$ cat src/rtl/solver_arbiter_if.sv
// Handshake and stream bundle between two requesters, the arbiter and the map solver.
interface solver_arbiter_if;
    logic [1:0]  req;
    logic [1:0]  gnt;
    logic        in_valid0;
    logic        in_valid1;
    logic [2:0]  guy0;
    logic [2:0]  guy1;
    logic [15:0] row0;
    logic [15:0] row1;
    logic        s_in_valid;
    logic [2:0]  s_guy;
    logic [15:0] s_row;
    logic        s_out_valid;
    logic [1:0]  s_out;
    logic        out_valid0;
    logic        out_valid1;
    logic [1:0]  out0;
    logic [1:0]  out1;
    logic        busy;
    logic        err;

    modport master (
        output req, in_valid0, in_valid1, guy0, guy1, row0, row1, s_out_valid, s_out,
        input  gnt, s_in_valid, s_guy, s_row, out_valid0, out_valid1, out0, out1, busy, err
    );

    modport slave (
        input  req, in_valid0, in_valid1, guy0, guy1, row0, row1, s_out_valid, s_out,
        output gnt, s_in_valid, s_guy, s_row, out_valid0, out_valid1, out0, out1, busy, err
    );
endinterface

$ cat src/rtl/solver_arbiter.sv
// Round-robin arbiter sharing one map solver between two requesters: forwards ROWS
// map rows from the granted requester and routes the solver's ROWS-1 moves back.
module solver_arbiter #(
    parameter int ROWS    = 64,
    parameter int TIMEOUT = 3000
) (
    input  logic            clk,
    input  logic            rst,
    solver_arbiter_if.slave bus
);
    localparam int RCW = $clog2(ROWS + 1);
    localparam int TCW = $clog2(TIMEOUT + 1);
    localparam logic [RCW-1:0] LAST_ROW  = RCW'(ROWS - 1);
    localparam logic [RCW-1:0] MOVES     = RCW'(ROWS - 1);
    localparam logic [TCW-1:0] LAST_IDLE = TCW'(TIMEOUT - 1);

    typedef enum logic [2:0] {IDLE, LOAD, WAIT, DRAIN, DONE, ERR} state_t;

    state_t         state;
    logic           gidx;
    logic           lp;
    logic [RCW-1:0] row_cnt;
    logic [RCW-1:0] mv_cnt;
    logic [TCW-1:0] idle_cnt;

    logic           pick;
    logic           sel_valid;
    logic [2:0]     sel_guy;
    logic [15:0]    sel_row;
    logic           fwd;

    always_comb begin
        pick      = (bus.req == 2'b11) ? ~lp : bus.req[1];
        sel_valid = gidx ? bus.in_valid1 : bus.in_valid0;
        sel_guy   = gidx ? bus.guy1 : bus.guy0;
        sel_row   = gidx ? bus.row1 : bus.row0;
        // A move beyond ROWS-1 is dropped, never routed to the requester.
        fwd = 1'b0;
        if (bus.s_out_valid) begin
            if (state == WAIT)
                fwd = 1'b1;
            else if (state == DRAIN && mv_cnt != MOVES)
                fwd = 1'b1;
        end
    end

    assign bus.busy = (state != IDLE);

    always_ff @(posedge clk) begin
        if (rst) begin
            state          <= IDLE;
            gidx           <= 1'b0;
            lp             <= 1'b1;
            row_cnt        <= '0;
            mv_cnt         <= '0;
            idle_cnt       <= '0;
            bus.gnt        <= 2'b00;
            bus.err        <= 1'b0;
            bus.s_in_valid <= 1'b0;
            bus.s_guy      <= 3'd0;
            bus.s_row      <= 16'd0;
            bus.out_valid0 <= 1'b0;
            bus.out_valid1 <= 1'b0;
            bus.out0       <= 2'd0;
            bus.out1       <= 2'd0;
        end else begin
            // Stream outputs idle at zero unless a state below forwards a beat.
            bus.s_in_valid <= 1'b0;
            bus.s_guy      <= 3'd0;
            bus.s_row      <= 16'd0;
            bus.out_valid0 <= 1'b0;
            bus.out_valid1 <= 1'b0;
            bus.out0       <= 2'd0;
            bus.out1       <= 2'd0;

            case (state)
                IDLE: begin
                    row_cnt  <= '0;
                    mv_cnt   <= '0;
                    idle_cnt <= '0;
                    if (bus.req != 2'b00) begin
                        gidx    <= pick;
                        bus.gnt <= pick ? 2'b10 : 2'b01;
                        state   <= LOAD;
                    end
                end

                LOAD: begin
                    if (sel_valid) begin
                        bus.s_in_valid <= 1'b1;
                        bus.s_row      <= sel_row;
                        if (row_cnt == '0)
                            bus.s_guy <= sel_guy;
                        row_cnt <= row_cnt + 1'b1;
                        if (row_cnt == LAST_ROW) begin
                            idle_cnt <= '0;
                            state    <= WAIT;
                        end
                    end else if (row_cnt != '0) begin
                        state <= ERR;
                    end else if (idle_cnt == LAST_IDLE) begin
                        state <= ERR;
                    end else begin
                        idle_cnt <= idle_cnt + 1'b1;
                    end
                end

                WAIT: begin
                    if (bus.s_out_valid) begin
                        mv_cnt <= RCW'(1);
                        state  <= DRAIN;
                    end else if (idle_cnt == LAST_IDLE) begin
                        state <= ERR;
                    end else begin
                        idle_cnt <= idle_cnt + 1'b1;
                    end
                end

                DRAIN: begin
                    if (bus.s_out_valid) begin
                        if (mv_cnt == MOVES)
                            state <= ERR;
                        else
                            mv_cnt <= mv_cnt + 1'b1;
                    end else begin
                        state <= (mv_cnt == MOVES) ? DONE : ERR;
                    end
                end

                DONE: begin
                    bus.gnt  <= 2'b00;
                    bus.err  <= 1'b0;
                    lp       <= gidx;
                    row_cnt  <= '0;
                    mv_cnt   <= '0;
                    idle_cnt <= '0;
                    state    <= IDLE;
                end

                ERR: begin
                    bus.gnt  <= 2'b00;
                    bus.err  <= 1'b1;
                    lp       <= gidx;
                    row_cnt  <= '0;
                    mv_cnt   <= '0;
                    idle_cnt <= '0;
                    state    <= IDLE;
                end

                default: state <= IDLE;
            endcase

            if (fwd) begin
                if (gidx) begin
                    bus.out_valid1 <= 1'b1;
                    bus.out1       <= bus.s_out;
                end else begin
                    bus.out_valid0 <= 1'b1;
                    bus.out0       <= bus.s_out;
                end
            end
        end
    end
endmodule

$ cat src/flat_wrapper.sv
// flat-port wrapper written by rule: the top's interface ports become plain ports
module solver_arbiter_flat 
#(
    parameter int ROWS    = 64,
    parameter int TIMEOUT = 3000
)
  (clk, rst, bus_req, bus_in_valid0, bus_in_valid1, bus_guy0, bus_guy1, bus_row0, bus_row1, bus_s_out_valid, bus_s_out, bus_gnt, bus_s_in_valid, bus_s_guy, bus_s_row, bus_out_valid0, bus_out_valid1, bus_out0, bus_out1, bus_busy, bus_err);
  solver_arbiter_if bus_i ();
  input  logic clk;
  input  logic rst;
  input wire logic [$bits(bus_i.req)-1:0] bus_req;
  input wire logic [$bits(bus_i.in_valid0)-1:0] bus_in_valid0;
  input wire logic [$bits(bus_i.in_valid1)-1:0] bus_in_valid1;
  input wire logic [$bits(bus_i.guy0)-1:0] bus_guy0;
  input wire logic [$bits(bus_i.guy1)-1:0] bus_guy1;
  input wire logic [$bits(bus_i.row0)-1:0] bus_row0;
  input wire logic [$bits(bus_i.row1)-1:0] bus_row1;
  input wire logic [$bits(bus_i.s_out_valid)-1:0] bus_s_out_valid;
  input wire logic [$bits(bus_i.s_out)-1:0] bus_s_out;
  output wire logic [$bits(bus_i.gnt)-1:0] bus_gnt;
  output wire logic [$bits(bus_i.s_in_valid)-1:0] bus_s_in_valid;
  output wire logic [$bits(bus_i.s_guy)-1:0] bus_s_guy;
  output wire logic [$bits(bus_i.s_row)-1:0] bus_s_row;
  output wire logic [$bits(bus_i.out_valid0)-1:0] bus_out_valid0;
  output wire logic [$bits(bus_i.out_valid1)-1:0] bus_out_valid1;
  output wire logic [$bits(bus_i.out0)-1:0] bus_out0;
  output wire logic [$bits(bus_i.out1)-1:0] bus_out1;
  output wire logic [$bits(bus_i.busy)-1:0] bus_busy;
  output wire logic [$bits(bus_i.err)-1:0] bus_err;
  assign bus_i.req = bus_req;
  assign bus_i.in_valid0 = bus_in_valid0;
  assign bus_i.in_valid1 = bus_in_valid1;
  assign bus_i.guy0 = bus_guy0;
  assign bus_i.guy1 = bus_guy1;
  assign bus_i.row0 = bus_row0;
  assign bus_i.row1 = bus_row1;
  assign bus_i.s_out_valid = bus_s_out_valid;
  assign bus_i.s_out = bus_s_out;
  assign bus_gnt = bus_i.gnt;
  assign bus_s_in_valid = bus_i.s_in_valid;
  assign bus_s_guy = bus_i.s_guy;
  assign bus_s_row = bus_i.s_row;
  assign bus_out_valid0 = bus_i.out_valid0;
  assign bus_out_valid1 = bus_i.out_valid1;
  assign bus_out0 = bus_i.out0;
  assign bus_out1 = bus_i.out1;
  assign bus_busy = bus_i.busy;
  assign bus_err = bus_i.err;
  solver_arbiter #(.ROWS(ROWS), .TIMEOUT(TIMEOUT)) u_core (.clk(clk), .rst(rst), .bus(bus_i));
endmodule
$ cat config.mk
export PLATFORM = sky130hd
export DESIGN_NAME = solver_arbiter_flat
export DESIGN_NICKNAME = d
export VERILOG_FILES = /design/src/rtl/solver_arbiter_if.sv /design/src/rtl/solver_arbiter.sv /design/src/flat_wrapper.sv
export SDC_FILE = /design/constraint.sdc
export NUM_CORES = 1
export LEC_CHECK = 0
export BUFFER_PORTS_ARGS = -buffer_cell sky130_fd_sc_hd__buf_2
export CORE_ASPECT_RATIO = 1.1
export CORE_MARGIN = 5
export CORE_UTILIZATION = 52
export DETAILED_ROUTE_END_ITERATION = 8
export HOLD_SLACK_MARGIN = 0.12
export PLACE_DENSITY = 0.81
export SLEW_MARGIN = 20
export SYNTH_ARGS = -nofsm -noshare
export SYNTH_HDL_FRONTEND = slang
export SYNTH_SLANG_ARGS = --single-unit
$ cat constraint.sdc
create_clock -name clk -period 2.2 [get_ports clk]
set_input_delay 0.22 -clock clk [delete_from_list [all_inputs] [get_ports clk]]
set_output_delay 0.22 -clock clk [all_outputs]
set_load 0.02 [all_outputs]
# After elaboration in Yosys (flattened, before gate mapping)

Index checks and enable logic that the tools add are counted.

Flip-flop bits (word level): 60
Bits in latches: 0
Bits in writable memories: 0
Bits in read-only memories: 0
Input bits: 47
Output and inout port bits: 30
Logic and storage cells: 104
Memories: 0

$add $sub $neg: 3
Multipliers: 0
Divide/modulo/power cells: 0
Order comparisons: 0
Eq/ne operators: 19
Shifts and indexed selects: 0
Muxes and demuxes: 36
Bitwise gates (word level): 6
Reductions and logical operators: 25

Operators with widths:

| kind                    | number |
|---|---|
| $mux W12                | 5 |
| $pmux W12 S3            | 1 |
| $mux W7                 | 4 |
| $mux W3                 | 9 |
| $pmux W7 S3             | 1 |
| $mux W16                | 1 |
| $add A7 B1 Y7 const B   | 2 |
| $eq A7 B6 Y1 const B    | 2 |
| $pmux W7 S2             | 1 |
| $add A12 B1 Y12 const B | 1 |
| $eq A12 B12 Y1 const B  | 1 |
| $pmux W3 S4             | 1 |
| $reduce_or A3 Y1        | 4 |
| $mux W1                 | 9 |
| $reduce_bool A3 Y1      | 3 |
| $ne A2 B2 Y1 const B    | 4 |
| $reduce_and A4 Y1       | 2 |
| $reduce_bool A2 Y1      | 4 |
| $logic_not A7 Y1        | 1 |
| $ne A7 B6 Y1 const B    | 1 |
| $reduce_bool A7 Y1      | 1 |
| $eq A3 B2 Y1 const B    | 2 |
| $eq A3 B3 Y1 const B    | 2 |
| $ne A3 B3 Y1 const B    | 2 |
| 14 further kinds        | 25 |

# Logic depth before layout (Yosys ltp)

Depth in word-level cells: 7
Mapped depth: 8
Mapped depth without buffers: 7

# Worst setup path after synthesis

No wires, ideal clock.

Path type: register to register
Start point: register u_core.row_cnt[0]
End point: register u_core.idle_cnt[11]
Setup time: 92 ps
Arrival: 1686 ps
Required time: 2108 ps
Path slack: 422 ps
Stages on the path, launching flop included: 8
Buffers on the path: 0
Clock period less this slack: 1778 ps
Cell sequence: dfxtp_1 > inv_1 > ha_1 > or4b_4 > nor3_4 > o311a_4 > nand2_2 > o32ai_1

Longest elaborated chain between the ends: 3
Elaborated cells between the ends (all ways): 5
Those cells by class: eq/ne (3); reduce/logical (2)

RTL lines:

| element                                                       | RTL line                                   | text |
|---|---|---|
| from (decl)                                                   | solver_arbiter.sv:22                       | `logic [RCW-1:0] row_cnt;` |
| from (signal assigned)                                        | solver_arbiter.sv:94                       | `row_cnt <= row_cnt + 1'b1;` |
| $eq A7 B6 Y1 or $reduce_bool A7 Y1 (tied branches)            | solver_arbiter.sv:95, solver_arbiter.sv:99 |  |
| $ne A3 B3 Y1 (no source line) or $ne A3 B2 Y1 (tied branches) | n/a                                        |  |
| $reduce_and A4 Y1 (no source line) *                          | n/a                                        |  |
| to (signal assigned)                                          | solver_arbiter.sv:104                      | `idle_cnt <= idle_cnt + 1'b1;` |
| to (signal assigned)                                          | solver_arbiter.sv:115                      | `idle_cnt <= idle_cnt + 1'b1;` |
| to (decl)                                                     | solver_arbiter.sv:24                       | `logic [TCW-1:0] idle_cnt;` |

Every way passes the cells marked *; elsewhere a longest branch is shown, timed or not.
A chain may end at the register's enable or synchronous reset.

# Final worst setup path

Ends and elaborated chain as after synthesis.

==> metrics.md <==
| Metric | Value |
|---|---|
| Final period util | `91.1%` |
| Root Buffer | `clkbuf_8` |
| Clk slew on worst S/H paths | `approximately 0.07 ns` |
| Post-DP HPWL | `5090 um` |
| Top cells by area, synth | `dfxtp_1, mux2i_1, nor2_1, a21oi_1, nand2_1` |
| FMAX | `499 MHz` |
| PortBufs | `76` |
| Slew headroom | `61.1%` |
| Vias/cell | `5.46` |
| Sequential area share after synthesis | `42.8%` |
| Pleak | `approximately 1.5 nW` |
| Largest net degree at the start of global routing | `24` |
| Synth top area share | `42.8%` |
| Setup TNS Final | `0 ns` |
| Worst Hold Launch | `bus_row0[9]` |
| Number of synthesized register bits | `60` |
| Nets | `471` |
| Clock latency on the worst-skew pair | `between 0.3 and 0.4 ns` |
| Area delta synth->final | `33.0%` |
| First-pass GRT wire length | `13000 um` |
| Setup violators final | `0` |
| Worst hold endpoint | `u_core.bus.s_row[9]` |
| Num CTS Buffers | `9` |
| Share of layout cells above drive strength 1 | `28.5%` |
| Diode count | `0` |
| Iter 0 DRT Violations | `280` |
| Hold Crit Class | `primary input to flop` |
| RSZ-0062 raised after global routing | `no` |
| Slowest cell on crit path | `or4b_4` |
| Finished Cell Area | `0.00374 mm^2` |
| Crit Path Category | `flop to flop` |
| Status | `finished clean` |
| Most used DFF post-synth | `dfxtp_1` |
| # Max-Cap Violations | `0` |
| Reg-to-Reg End | `u_core.idle_cnt[11]` |
| Worst path required time | `2.46 ns` |
| Fill cells | `406` |
| Core area | `0.00533 mm^2` |
| GRT Overall Usage | `24.1%` |
| Total power draw | `2.73 mW` |
| Tmin final | `2.00 ns` |
| RR Startpoint | `u_core.row_cnt[0]` |
| Max Fanout on Critical Path | `8` |
| Grt total ovfl | `0` |
| Routed vias | `2728` |
| TritonCTS clock tree | `done` |
| Number of flops mapped to enable cells by yosys | `0` |
| Ys async rst share | `0%` |
| Slew @ Worst Pin | `~0.58 ns` |
| CP Cell Sequence | `inv_1, ha_1, or4b_4, nor3_4, o311a_4, nand2_2, o32ai_1` |
| Worst hold path depth | `3` |
| Multi-input gate area | `around 0.0015 mm^2` |
| CTS Buffer Depth | `2` |
| Vias in the first global route | `2794` |
| Mapped cell area | `0.00281 mm^2` |
| Crit-path max cell delay | `0.48 ns` |
| Post-CTS Repair Setup Buffers | `0` |
| Syn nets | `about 370` |
| DIE WIDTH | `80.1 um` |
| CP arrival | `2.26 ns` |
| Starting Density | `52.7%` |
| Area after DPL | `about 0.0033 mm^2` |
| 1st-pass router iterations | `4` |
| Number of antenna violations at the first check in global routing | `0` |
| IO Count | `77` |
| Gate Count Post-Synth | `317` |
| Final WL | `7800 um` |
| Worst vdd ir | `between 0.5 and 0.6 mV` |
| Yosys top cell by area | `dfxtp_1` |
| Die Y | `87.1 um` |
| H-tree depth | `3` |
| R2R setup slack | `0.20 ns` |
| Reg2reg path depth | `7` |
| Skew final | `0.00868 ns` |
| CP Launch Type | `flop` |
| Final hold vios | `0` |
| Detail Route Antenna Nets | `0` |
| Site Rows | `28` |
| Die footprint | `0.00697 mm^2` |
| Cell Pwr Density | `around 730 mW/mm^2` |
| Pins Over Slew Limit | `0` |
| Clock tree sinks | `60` |
| Routability Congestion | `0.939` |
| Synth warn | `0` |
| Drc violations | `0` |
| Critical path endpoint category | `flop` |
| Distinct cells, synth | `54` |
| DR WL/cell | `~16 um` |
| Reg area | `0.00120 mm^2` |
| Mean area per synthesized cell | `between 8 and 9 um^2` |
==> repair_timing <==
item / 4_1_cts / 5_1_grt
hold endpoints to repair: 15 / 0
hold buffers: 21 / 0
gates resized for setup: 0 / 1
endpoints found under the setup margin: 0 / 6
==> cell usage after synthesis, types with 2 or more instances <==
cell type / n
a31oi_1: 2
and3_1: 2
mux2i_1: 22
inv_2: 2
nand4_1: 5
buf_2: 2
inv_1: 13
nand2_2: 3
clkbuf_1: 10
nand3_1: 10
nor3_1: 8
ha_1: 4
nand4b_1: 3
o22ai_1: 2
xnor2_1: 4
nor2_1: 42
xor2_1: 2
o21ai_1: 5
o31ai_1: 2
and2_1: 4
nand2b_1: 6
o21ai_0: 6
nand2_1: 19
or2_2: 2
or3_1: 7
or2b_1: 2
dfxtp_1: 60
buf_6: 2
o311ai_2: 2
a21oi_1: 29
o32ai_1: 7
a211oi_1: 6
==> cell families (layout without fill, tap and decap cells) <==
logic type | after synthesis | count (layout) | share of synthesized area (%)
mux | 24 | 24 | 8.77
xor+xnor | 6 | 6 | 1.87
compound gates | 69 | 69 | 16.5
simple gates | 124 | 124 | 23.5
buf+inv | 30 | 138 | 4.77
flops | 60 | 60 | 42.8
fa+ha+maj | 4 | 4 | 1.78
==> worst max path at each step <==
stage	start	to	slack [ns]	depth (start not counted)
global route	u_core.idle_cnt[0]	u_core.state[2]	0.04	6
floorplan	u_core.row_cnt[0]	u_core.idle_cnt[11]	0.42	7
CTS	u_core.state[0]	u_core.idle_cnt[10]	0.19	5
global placement	u_core.state[0]	u_core.idle_cnt[10]	0.26	5
detailed placement	u_core.state[0]	u_core.idle_cnt[4]	0.19	5
finish	u_core.row_cnt[0]	u_core.idle_cnt[11]	0.20	7
==> per-stage QoR <==
stage          util (%)  cells  worst slack, ns  hold WS [ns]
2_1_floorplan         -    317            0.422         0.342
3_3_place_gp       61.6    463            0.260         0.437
3_5_place_dp       61.6    463            0.193         0.437
4_1_cts            70.0    500            0.193         0.120
5_1_grt            70.2    500           0.0414         0.135
6_report           70.2    500            0.196         0.134
==> routing by layer <==
metal | track usage [%] | up-vias | part of all wire, %
met5 | 0 | - | 0
met4 | 8.76 | 0 | 1.6
met3 | 9.63 | 14 | 10
met2 | 40.9 | 119 | 48
met1 | 27.2 | 1261 | 40
li1 | - | 1334 | -
==> layout make-up <==
cell class	count	area share, %
clock buffer	12	4.42
clock inverter	4	1.88
inverter	15	1.51
multi-input combinational	227	39.7
sequential	60	32.2
tap	75	2.51
timing repair buffer	107	17.8
==> cells in the final DEF, fill, tap and decap left out, types with 3 or more instances in the layout <==
| master | synthesis | layout |
|---|---|---|
| nand4_1 | 5 | 5 |
| xnor2_1 | 4 | 4 |
| nand3_1 | 10 | 10 |
| or3_1 | 7 | 7 |
| dlygate4sd3_1 | 0 | 21 |
| buf_2 | 2 | 76 |
| nor2_1 | 42 | 42 |
| nand2_1 | 19 | 19 |
| buf_4 | 1 | 10 |
| nand2b_1 | 6 | 6 |
| a211oi_1 | 6 | 6 |
| o21ai_1 | 5 | 5 |
| dfxtp_1 | 60 | 60 |
| nor3_1 | 8 | 8 |
| and2_1 | 4 | 4 |
| inv_1 | 13 | 13 |
| a21oi_1 | 29 | 29 |
| nand2_2 | 3 | 3 |
| o21ai_0 | 6 | 6 |
| nand4b_1 | 3 | 3 |
| mux2i_1 | 22 | 22 |
| clkbuf_8 | 0 | 12 |
| o32ai_1 | 7 | 7 |
| ha_1 | 4 | 4 |
==> flip-flops by register name, summed over array words and instances (netlist names) <==
| signal | cells |
|---|---|
| u_core.state | 3 |
| u_core.lp | 1 |
| u_core.bus.s_in_valid | 1 |
| u_core.bus.out_valid0 | 1 |
| u_core.bus.s_row | 16 |
| u_core.bus.s_guy | 3 |
| u_core.bus.out1 | 2 |
| u_core.row_cnt | 7 |
| u_core.mv_cnt | 7 |
| u_core.gidx | 1 |
| u_core.idle_cnt | 12 |
| u_core.bus.err | 1 |
| u_core.bus.out0 | 2 |
| u_core.bus.gnt | 2 |
| u_core.bus.out_valid1 | 1 |
==> power by group <==
group	internal (mW)	total, mW	switching (mW)
combinational	0.189	0.433	0.244
sequential	1.12	1.14	0.0240
clock	0.727	1.15	0.428
==> critical path: cells and delay by family (launching register included) <==
family                   cells  cell delay (ns)
flip-flops                   1             0.35
AO/OA/AOI/OAI                2             0.52
AND/OR/NAND/NOR              3             0.80
buffers and inverters        1             0.10
adder cells (fa/ha/maj)      1             0.16
(Power assumes the default switching activity.)
